`src/rtl/msk_pkg.sv`:
```
// Shared constants for the masked gadget pipeline controller: default latencies
// per gadget family and the in-flight counter width derivation.
package msk_pkg;

    localparam int MSK_SBOX_LAT = 4;
    localparam int MSK_AND_LAT  = 1;

    // Bits needed to count 0..value-1; call with LAT+1 to size the in-flight counter.
    function automatic int clog2(input int value);
        int result;
        int rem;
        result = 0;
        rem    = value - 1;
        while (rem > 0) begin
            result = result + 1;
            rem    = rem >> 1;
        end
        return result;
    endfunction

endpackage

```
`src/rtl/msk_pipe_ctrl_if.sv`:
```
// Handshake bundle between sequencer, randomness source, masked datapath and the
// pipeline controller. The flush wire exists only when MSK_PIPE_FLUSH_EN is defined.
interface msk_pipe_ctrl_if #(
    parameter int CNT_W = 3
);
    logic             in_valid;
    logic             in_ready;
    logic             rnd_valid;
    logic             rnd_ready;
    logic             pipe_en;
    logic             pipe_in_valid;
    logic             out_valid;
    logic             out_ready;
    logic             busy;
    logic [CNT_W-1:0] inflight;
`ifdef MSK_PIPE_FLUSH_EN
    logic             flush;

    modport master (
        output in_valid, rnd_valid, out_ready, flush,
        input  in_ready, rnd_ready, pipe_en, pipe_in_valid, out_valid, busy, inflight
    );

    modport slave (
        input  in_valid, rnd_valid, out_ready, flush,
        output in_ready, rnd_ready, pipe_en, pipe_in_valid, out_valid, busy, inflight
    );
`else
    modport master (
        output in_valid, rnd_valid, out_ready,
        input  in_ready, rnd_ready, pipe_en, pipe_in_valid, out_valid, busy, inflight
    );

    modport slave (
        input  in_valid, rnd_valid, out_ready,
        output in_ready, rnd_ready, pipe_en, pipe_in_valid, out_valid, busy, inflight
    );
`endif
endinterface

```
`src/rtl/msk_vld_shreg.sv`:
```
// Per-stage occupancy shift register: one valid bit per gadget register stage,
// advancing only when the pipeline enable is high; clr empties it synchronously.
module msk_vld_shreg #(
    parameter int LAT = 4
) (
    input  logic           clk,
    input  logic           nrst,
    input  logic           en,
    input  logic           clr,
    input  logic           din,
    output logic [LAT-1:0] vld
);

    generate
        if (LAT == 1) begin : g_single
            always_ff @(posedge clk or negedge nrst) begin
                if (!nrst)
                    vld <= '0;
                else if (clr)
                    vld <= '0;
                else if (en)
                    vld <= din;
            end
        end else begin : g_multi
            always_ff @(posedge clk or negedge nrst) begin
                if (!nrst)
                    vld <= '0;
                else if (clr)
                    vld <= '0;
                else if (en)
                    vld <= {vld[LAT-2:0], din};
            end
        end
    endgenerate

endmodule

```
`src/rtl/msk_pipe_ctrl.sv`:
```
// Flow controller for a fixed-latency masked gadget pipeline: admits operations only
// with fresh randomness, freezes on output backpressure. Optional flush: MSK_PIPE_FLUSH_EN.
module msk_pipe_ctrl
    import msk_pkg::*;
#(
    parameter int LAT   = MSK_SBOX_LAT,
    parameter int CNT_W = clog2(LAT + 1)
) (
    input  logic                 clk,
    input  logic                 nrst,
    msk_pipe_ctrl_if.slave       bus
);

    logic [LAT-1:0]   vld;
    logic [CNT_W-1:0] cnt;
    logic             flush;
    logic             stall;
    logic             pipe_en;
    logic             adm;
    logic             out_valid;
    logic             out_fire;

`ifdef MSK_PIPE_FLUSH_EN
    assign flush = bus.flush;
`else
    assign flush = 1'b0;
`endif

    // Only a held result freezes the pipe; bubbles keep moving. Flush forces the drain.
    assign stall    = vld[LAT-1] & ~bus.out_ready;
    assign pipe_en  = ~stall | flush;

    // in_ready ignores in_valid so upstream never sees a combinational loop.
    assign bus.in_ready      = nrst & bus.rnd_valid & ~stall & ~flush;
    assign adm               = bus.in_valid & bus.in_ready;
    assign bus.rnd_ready     = adm;
    assign bus.pipe_in_valid = adm;
    assign bus.pipe_en       = pipe_en;

    assign out_valid     = vld[LAT-1] & ~flush;
    assign out_fire      = out_valid & bus.out_ready;
    assign bus.out_valid = out_valid;
    assign bus.busy      = |vld;
    assign bus.inflight  = cnt;

    msk_vld_shreg #(
        .LAT (LAT)
    ) u_vld (
        .clk  (clk),
        .nrst (nrst),
        .en   (pipe_en),
        .clr  (flush),
        .din  (adm),
        .vld  (vld)
    );

    // Tracks popcount(vld) incrementally; simultaneous admit and retire cancel out.
    always_ff @(posedge clk or negedge nrst) begin
        if (!nrst)
            cnt <= '0;
        else if (flush)
            cnt <= '0;
        else if (adm && !out_fire)
            cnt <= cnt + 1'b1;
        else if (!adm && out_fire)
            cnt <= cnt - 1'b1;
    end

endmodule

```
`src/flat_wrapper.sv`:
```
// flat-port wrapper written by rule: the top's interface ports become plain ports
module msk_pipe_ctrl_flat import msk_pkg::*;
#(
    parameter int LAT   = MSK_SBOX_LAT,
    parameter int CNT_W = clog2(LAT + 1)
)
  (clk, nrst, bus_in_valid, bus_rnd_valid, bus_out_ready, bus_in_ready, bus_rnd_ready, bus_pipe_en, bus_pipe_in_valid, bus_out_valid, bus_busy, bus_inflight);
  msk_pipe_ctrl_if #(.CNT_W(CNT_W)) bus_i ();
  input  logic clk;
  input  logic nrst;
  input wire logic [$bits(bus_i.in_valid)-1:0] bus_in_valid;
  input wire logic [$bits(bus_i.rnd_valid)-1:0] bus_rnd_valid;
  input wire logic [$bits(bus_i.out_ready)-1:0] bus_out_ready;
  output wire logic [$bits(bus_i.in_ready)-1:0] bus_in_ready;
  output wire logic [$bits(bus_i.rnd_ready)-1:0] bus_rnd_ready;
  output wire logic [$bits(bus_i.pipe_en)-1:0] bus_pipe_en;
  output wire logic [$bits(bus_i.pipe_in_valid)-1:0] bus_pipe_in_valid;
  output wire logic [$bits(bus_i.out_valid)-1:0] bus_out_valid;
  output wire logic [$bits(bus_i.busy)-1:0] bus_busy;
  output wire logic [$bits(bus_i.inflight)-1:0] bus_inflight;
  assign bus_i.in_valid = bus_in_valid;
  assign bus_i.rnd_valid = bus_rnd_valid;
  assign bus_i.out_ready = bus_out_ready;
  assign bus_in_ready = bus_i.in_ready;
  assign bus_rnd_ready = bus_i.rnd_ready;
  assign bus_pipe_en = bus_i.pipe_en;
  assign bus_pipe_in_valid = bus_i.pipe_in_valid;
  assign bus_out_valid = bus_i.out_valid;
  assign bus_busy = bus_i.busy;
  assign bus_inflight = bus_i.inflight;
  msk_pipe_ctrl #(.LAT(LAT), .CNT_W(CNT_W)) u_core (.clk(clk), .nrst(nrst), .bus(bus_i));
endmodule
```
`config.mk`:
```
export PLATFORM = sky130hd
export DESIGN_NAME = msk_pipe_ctrl_flat
export DESIGN_NICKNAME = d
export VERILOG_FILES = /design/src/rtl/msk_pkg.sv /design/src/rtl/msk_pipe_ctrl_if.sv /design/src/rtl/msk_vld_shreg.sv /design/src/rtl/msk_pipe_ctrl.sv /design/src/flat_wrapper.sv
export SDC_FILE = /design/constraint.sdc
export NUM_CORES = 1
export LEC_CHECK = 0
export ABC_AREA = 1
export CORE_AREA = 2 2 39 41
export CTS_CLUSTER_SIZE = 40
export DETAILED_ROUTE_END_ITERATION = 10
export DIE_AREA = 0 0 41 43
export PLACE_DENSITY_LB_ADDON = 0.12
export SYNTH_ARGS = -nofsm -noshare
export SYNTH_HDL_FRONTEND = slang
export SYNTH_SLANG_ARGS = --single-unit
export TNS_END_PERCENT = 20
```
`constraint.sdc`:
```
create_clock -name clk -period 4.65 [get_ports clk]
set_clock_uncertainty 0.05 [all_clocks]
set_input_delay 1.395 -clock clk [delete_from_list [all_inputs] [get_ports clk]]
set_output_delay 1.395 -clock clk [all_outputs]
set_load 0.005 [all_outputs]
```
==> metrics.yaml, run 1 <==
outcome: "completed"
pwr-share-clk: 0.227
drt_iter0_drc: 10
rsz0062_at_grt: "no"
critPathMaxStageDelay_ns: 0.52
r2r_cells: 12
cts_resized: 0
yosysWarningCount: 0
power_uw: 244
worstPathBufferInverterCount: 3
crit_chain: "clkdlybuf4s50_1 > nor2_4 > nor2_2 > nand2_2 > inv_2 > clkdlybuf4s50_1"
fin_nets: 67
critPathKind: "in2out"
cap_violations: 0
crit_required_ns: 3.20
antenna_cells: 0
setup_viol: 0
placed_cell_area_sq_um: 517
cts_setup_buffers: 0
antenna_found_initial: 0
drt-total-wl_um: 709
fin_crit_ns: 4.18
hold_viol: 0
syn_avg_cell_area_sq_um: 8.73
hold-path-cell-count: 1
path_max_fanout: 6
yosysTopAreaCell: "dfrtp_1"
place_inst: 71
hpwl_um: 579
die_area_sq_um: 1760
clock_sinks: 7
h-tree-depth: 1
clockBufferDepth: 2
yosysSeqAreaShare: 0.478
yosysTopAreaCellShare: 0.478
boundaryPins: 14
crit_slowest_cell: "clkdlybuf4s50_1"
holdWs_ns: 0.446
cts_tree: "done"
die_w_um: 41
switching_share: 0.313
core_area_sq_um: 1380
fillers: 149
cts_made_buffers: 3
fp.dieH_um: 43
crit_path_start_kind: "input port"
setup_tns_ns: 0
power_frac_seq: 0.380
syn_inst: 42
grt_first_pass_wirelength_um: 1180
switchingPower_uw: 76.2
path_delay_family: "buffers and inverters"
start_util: 0.265
p_comb_frac: 0.392
ys_ff_latch: 7
hp-start: "u_core.u_vld.vld[2]"
clock_latency_ns: 0.25
grt_pass1_vias: 291
syn2layout_area_growth_pct: 48.1
route.detailed.drc: 0
grt.overflow.total: 0
ys_types: 17
via_per_inst: 4.13
drive_gt1_frac: 0.186
ctsHoldBuffers: 0
multiInputGateArea_sq_um: 154
avgRoutedWirePerCell_um: 9.45
regToRegSetupSlack_ns: 2.80
synth.area.top_cells: "dfrtp_1, nand2_1, fa_1, inv_1, ha_1"
synth.cell_area_sq_um: 367
root_buffer: "clkbuf_4"
fmax_ghz: 0.239
arrival_ns: 2.74
drtPass1Iterations: 4
slew_viol_final: 0
fin_cells: 75
grt_max_degree: 8
period_share: 0.899
cpMostUsedCell: "clkdlybuf4s50_1"
hold_class: "reg2reg"
leakagePower_nw: 0.263
num_rows: 14
final-seq-area_sq_um: 175
path_clk_slew_ns: 0.05
relSlewSlack: 0.891
reg2reg_from: "u_core.u_vld.vld[3]"
port-buffer-count: 13
powerDensity_nw_per_um2: 449
cp-end-kind: "output port"
worstHoldEndpoint: "u_core.u_vld.vld[3]"
grt.total_usage: 0.104
syn_nets: 49
worst_pin_slew_ns: 0.163
worst_ir_drop_vdd_mv: 0.181
worstReg2RegEnd: "u_core.bus.inflight[2]"
p_int_uw: 167
place_congestion: 0.625
drtAntennaViolNets: 0
dr_total_vias: 310
postLayoutCellArea_sq_um: 543
[layout by cell type, fill, tap and decap left out, drive strengths merged]
cell and instances:
nand2 14, clkdlybuf4s50 13, inv 8, dfrtp 7, clkbuf 4, nor2 3, nand3 2, o21ai 2
xnor2 1, or2 1, nand4 1, fa 1, ha 1, buf 1
[cell families after synthesis]
family                   synth area share
buffers and inverters               0.102
AO/OA/AOI/OAI                      0.0375
adder cells (fa/ha/maj)            0.0887
flip-flops                          0.478
XOR/XNOR                           0.0239
AND/OR/NAND/NOR                     0.270
[final cells by class]
type	instances	share of cell area
multi-input cells	26	0.283
flip-flops and latches	7	0.323
clock buffers	4	0.0484
inverters	8	0.0553
well taps	16	0.0369
repair buffers	14	0.253
[worst max-delay path by stage]
stage | cells after the start | slack (ns) | start | endpoint
global route | 6 | 0.38 | nrst | bus_rnd_ready
CTS | 6 | 0.45 | bus_out_ready | bus_pipe_in_valid
finish | 6 | 0.47 | bus_out_ready | bus_pipe_in_valid
floorplan | 5 | 1.38 | bus_out_ready | bus_rnd_ready
detailed placement | 6 | 0.46 | bus_out_ready | bus_pipe_in_valid
global placement | 6 | 0.45 | bus_out_ready | bus_pipe_in_valid
[per-layer routing]
metal  routed length (um)  GRT usage
met1                  333      0.131
met3                   49     0.0471
met2                  317      0.141
met5                    0          0
met4                    9     0.0600
[power groups by stage]
| stage | sequential [mW] | combinational (mW) | clock (mW) |
|---|---|---|---|
| after floorplan | 0.0949 | 0.0437 | 0 |
| after global placement | 0.0946 | 0.0964 | 0 |
| after detailed placement | 0.0941 | 0.0961 | 0 |
| after CTS | 0.0931 | 0.0975 | 0.0586 |
| after global routing | 0.0954 | 0.107 | 0.0618 |
| final | 0.0927 | 0.0956 | 0.0554 |
[per-stage QoR]
stage | setup WS (ns) | utilization
after detailed placement | 0.459 | 0.373
final | 0.468 | 0.392
after global placement | 0.445 | 0.373
after global routing | 0.379 | 0.392
after CTS | 0.453 | 0.392
after floorplan | 1.38 | -
[registers in the layout, indices dropped and copies added, names as in the netlist]
name / flops
u_core.u_vld.vld: 4
u_core.bus.inflight: 3
[cells in the mapped netlist, drive strengths merged]
master,instances
buf,1
dfrtp,7
fa,1
ha,1
inv,8
nand2,14
nand3,2
nand4,1
nor2,3
o21ai,2
or2,1
xnor2,1
Power figures use the tool's default switching activity.
==> run 2, diff against run 1 <==
CORE_AREA = 4 4 41 43   (was 2 2 39 41)
DIE_AREA = 0 0 45 47   (was 0 0 41 43)
==> metrics.yaml, run 2 (same netlist as run 1, synthesis figures left out) <==
period_share: 0.902
antenna_found_initial: 0
dr_total_vias: 304
cts_resized: 0
drt-total-wl_um: 717
die_area_sq_um: 2120
grt.total_usage: 0.0854
clock_latency_ns: 0.25
clock_sinks: 7
outcome: "completed"
grt_first_pass_wirelength_um: 1270
regToRegSetupSlack_ns: 2.81
drtAntennaViolNets: 0
route.detailed.drc: 0
hold_class: "reg2reg"
via_per_inst: 4.11
drt_iter0_drc: 3
rsz0062_at_grt: "no"
place_congestion: 0.692
crit_path_start_kind: "input port"
cts_made_buffers: 3
fmax_ghz: 0.239
drtPass1Iterations: 4
fin_nets: 67
relSlewSlack: 0.891
fin_cells: 74
hpwl_um: 583
fp.dieH_um: 47
wl_met1_um: 369
boundaryPins: 14
grt.overflow.total: 0
h-tree-depth: 1
setup_viol: 0
crit_required_ns: 3.20
root_buffer: "clkbuf_4"
reg2reg_from: "u_core.u_vld.vld[3]"
syn2layout_area_growth_pct: 47.8
worst_pin_slew_ns: 0.163
critPathKind: "in2out"
slew_viol_final: 0
fin_crit_ns: 4.19
wl_met2_um: 304
path_max_fanout: 6
cp-startpoint: "bus_out_ready"
drive_gt1_frac: 0.186
powerDensity_nw_per_um2: 450
largest_reg_flops: 4
r2r_cells: 12
clockBufferDepth: 2
leakagePower_nw: 0.263
grt_pass1_vias: 301
antenna_cells: 0
start_util: 0.282
grt_max_degree: 8
worst_ir_drop_vdd_mv: 0.179
place_inst: 70
setup_tns_ns: 0
avgRoutedWirePerCell_um: 9.69
die_w_um: 45
hold_viol: 0
num_rows: 13
core_area_sq_um: 1300
cp-end-kind: "output port"
layout_common_cells: "nand2_1, clkdlybuf4s50_1, dfrtp_1"
ctsHoldBuffers: 0
top_register: "u_core.u_vld.vld"
cts_setup_buffers: 0
cts_tree: "done"
arrival_ns: 2.75
cap_violations: 0
worstReg2RegEnd: "u_core.bus.inflight[2]"
fillers: 148
wl_met3_um: 39
top_layer_used: "met4"
port-buffer-count: 13
cp-endpoint: "bus_pipe_in_valid"
path_clk_slew_ns: 0.05
run 2: cell counts in the layout (fill, tap and decap cells not counted):
No cell type changed its count.
run 2: worst min-delay path by stage:
| stage | startpoint | end | slack [ns] | cells past startpoint |
|---|---|---|---|---|
| 2_1_floorplan | u_core.u_vld.vld[2] | u_core.u_vld.vld[3] | 0.41 | 1 |
| 3_3_place_gp | u_core.bus.inflight[2] | u_core.bus.inflight[2] | 0.44 | 2 |
| 3_5_place_dp | u_core.bus.inflight[2] | u_core.bus.inflight[2] | 0.44 | 2 |
| 4_1_cts | u_core.bus.inflight[2] | u_core.bus.inflight[2] | 0.45 | 2 |
| 5_1_grt | u_core.bus.inflight[2] | u_core.bus.inflight[2] | 0.47 | 2 |
| 6_report | u_core.bus.inflight[2] | u_core.bus.inflight[2] | 0.45 | 2 |
run 2: area by class of cell:
class | instances | area (sq um) | share of cell area
Clock buffer | 4 | 26.3 | 0.0485
Multi-Input combinational cell | 26 | 154 | 0.284
Sequential cell | 7 | 175 | 0.323
Timing Repair Buffer | 14 | 138 | 0.254
Inverter | 8 | 30.0 | 0.0554
Tap cell | 15 | 18.8 | 0.0346
run 2: metrics by stage:
step / total power [mW] / hold WS [ns] / worst slack (ns) / utilization / cell area [sq um]
final: 0.244 / 0.449 / 0.457 / 0.416 / 542
after global routing: 0.265 / 0.473 / 0.402 / 0.416 / 542
after CTS: 0.249 / 0.449 / 0.442 / 0.416 / 542
after detailed placement: 0.191 / 0.438 / 0.445 / 0.396 / 515
after global placement: 0.191 / 0.436 / 0.450 / 0.396 / 515
after floorplan: 0.139 / 0.408 / 1.38 / - / 367
run 2: power by group:
group          total, mW  internal [mW]  switching [mW]
clock network     0.0544         0.0327          0.0217
logic             0.0955         0.0569          0.0386
registers         0.0939         0.0780          0.0159
total              0.244          0.168          0.0762
run 2: worst max-delay path, stage by stage:
cell and delay [ns]:
clkdlybuf4s50_1 0.53, nor2_4 0.08, nor2_2 0.11, nand2_2 0.07, inv_2 0.07, clkdlybuf4s50_1 0.49
run 2: routing by layer:
| metal | vias to the layer above | track usage |
|---|---|---|
| met1 | 135 | 0.117 |
| met3 | 2 | 0.0230 |
| met2 | 9 | 0.119 |
| met5 | - | 0 |
| met4 | 0 | 0.0526 |
| li1 | 158 | - |
==> run 3, diff against run 2 <==
SKIP_LAST_GASP = 1   (was not set)
==> results of run 3 <==
Same layout as run 2: the final DEF is identical, and so are final timing and power.
==> variant, RTL diff (settings of run 3) <==
Set the package constant `MSK_SBOX_LAT` to 3 (it was 4).
--- a/src/rtl/msk_pkg.sv
+++ b/src/rtl/msk_pkg.sv
@@ -2,7 +2,7 @@
 // per gadget family and the in-flight counter width derivation.
 package msk_pkg;
 
-    localparam int MSK_SBOX_LAT = 4;
+    localparam int MSK_SBOX_LAT = 3;
     localparam int MSK_AND_LAT  = 1;
 
     // Bits needed to count 0..value-1; call with LAT+1 to size the in-flight counter.
Ports: changed (resized bus_inflight); port bits go from 14 to 13. No check against the original RTL was run, so the function may have changed too.
==> variant against run 3 <==
  * Utilization is 8.2 points lower
  * Largest cell class is now non-clock buffers
  * Setup slack worse by 0.030 ns
  * Sequential cell count is 2 lower
  * Sequential power shrank 30%
  * Largest power group is now sequential cells
  * Area after synthesis shrank 26%
  * Wire length is 16% lower
  * Die area stayed put
  * Power shrank 26%
  * Critical path type unchanged
  * Cell area shrank 20%
  * Synthesized cell count fell by 19%
==> variant: results <==
[synthesis]
synthTopCellsByArea = "dfrtp_1 (46%), nand2_1 (17%), inv_1 (8.3%)"
yosysSeqAreaShare_pct = 46.3
ys_warn_count = 0
synth_nets = 40
synthTopCellsByCount = "nand2_1 (12), inv_1 (6), dfrtp_1 (5), inv_2 (2)"
async_flop_share_pct = 100
synth_cell_types = 13

[setup_path]
critical_path.top_delay_family = "buffers and inverters"
cp_slowest_stage_delay_ns = 0.51
cp_slowest_cell = "clkdlybuf4s50_1"
cp_data_arrival_time_ns = 2.78
path_max_fanout = 3

[placed_design]
dp_hpwl_um = 490
gp_congestion = 0.688
io_buffers = 12
placed_area_um2 = 409

[sta]
slew_headroom_pct = 90.0
hold_viol_final = 0

[run_status]
outcome = "finished, final reports clean"

[clock_tree]
cts_resized = 0
root_buffer = "clkbuf_4"
cts_made_buffers = 3
clk_path_buf_depth = 2
clk_latency_ns = 0.25
postCtsSetupBuffers = 0
htree_levels = 1
clk_pin_slew_ns = 0.05

[final_layout]
top_register = "u_core.u_vld.vld"
largest_register_ffs = 3
diodes = 0
drive_gt1_share_pct = 18.0
final_nets = 57

[global_route]
grt_antenna_before_repair = 0
grt_max_degree = 6
grt_pass1_wl_um = 959
groute.usage.overall_pct = 7.23
grt_pass1_vias = 236

[route]
drt_iter0_markers = 2
vias = 260
drt-wirelength-per-cell_um = 9.29
dr.pass1.iters = 4

[power_and_ir_drop]
p_switching_uw = 54.5
p_leak_nw = 0.218
ir_drop_mv = 0.130

[min_path]
hold_path_class = "flop to flop"
-- variant: final cells by class --
type / count / area [µm²]
clock buffer: 4 / 26.3
fill: 151 / 866
inverter: 8 / 30.0
multi-input combinational: 20 / 108
sequential: 5 / 125
tap: 15 / 18.8
timing repair buffer: 13 / 128
-- variant: power by group through the flow --
stage          clock (mW)  sequential (mW)  combinational, mW
2_1_floorplan           0           0.0657             0.0256
3_3_place_gp            0           0.0652             0.0614
3_5_place_dp            0           0.0666             0.0622
4_1_cts            0.0569           0.0659             0.0625
5_1_grt            0.0610           0.0670             0.0672
6_report           0.0533           0.0656             0.0607
-- variant: final timing paths --
kind,from,endpoint,slack (ns),cells after the start
max in group asynchronous,nrst,u_core.u_vld.vld[1],3.00,2
min,u_core.u_vld.vld[1],u_core.u_vld.vld[2],0.42,2
min in group asynchronous,nrst,u_core.bus.inflight[1],1.44,2
min reg2reg,u_core.u_vld.vld[1],u_core.u_vld.vld[2],0.42,2
max,nrst,bus_rnd_ready,0.43,6
max reg2reg,u_core.u_vld.vld[2],u_core.bus.inflight[1],3.18,10
-- variant: routing by layer --
layer,vias to the layer above,wire length [µm],track usage [%]
met3,3,60,3.45
met2,13,266,9.89
met4,0,28,8.77
li1,130,-,-
met1,114,249,7.41
met5,-,0,0
-- variant: worst register-to-register path, stage by stage, from the launching register on --
cell and delay (ns):
dfrtp_1 0.40, inv_2 0.06, nor2_4 0.11, nor2_2 0.05, nand2_1 0.07, inv_1 0.07
ha_1 0.32, inv_1 0.08, nand3_1 0.07, nand2_1 0.05, nand2_1 0.04
-- variant: logic make-up (layout without fill, tap and decap cells) --
group	count (synthesis)	after routing	synth area share (%)
buffers and inverters	9	25	13.9
and+or+nand+nor	17	17	28.7
DFF	5	5	46.3
AOI/OAI and AO/OA	1	1	3.24
adders and majority gates	1	1	4.63
xor gates and xnor gates	1	1	3.24
-- variant: metrics by stage --
step                hold slack [ns]  setup WS, ns  utilization (%)  power, mW  std cells
global route                  0.463         0.348             33.5      0.195         65
detailed placement            0.419         0.421             31.4      0.129         61
global placement              0.408         0.418             31.4      0.127         61
floorplan                     0.396          1.36                -     0.0914         34
CTS                           0.424         0.409             33.5      0.185         65
finish                        0.424         0.427             33.5      0.180         65
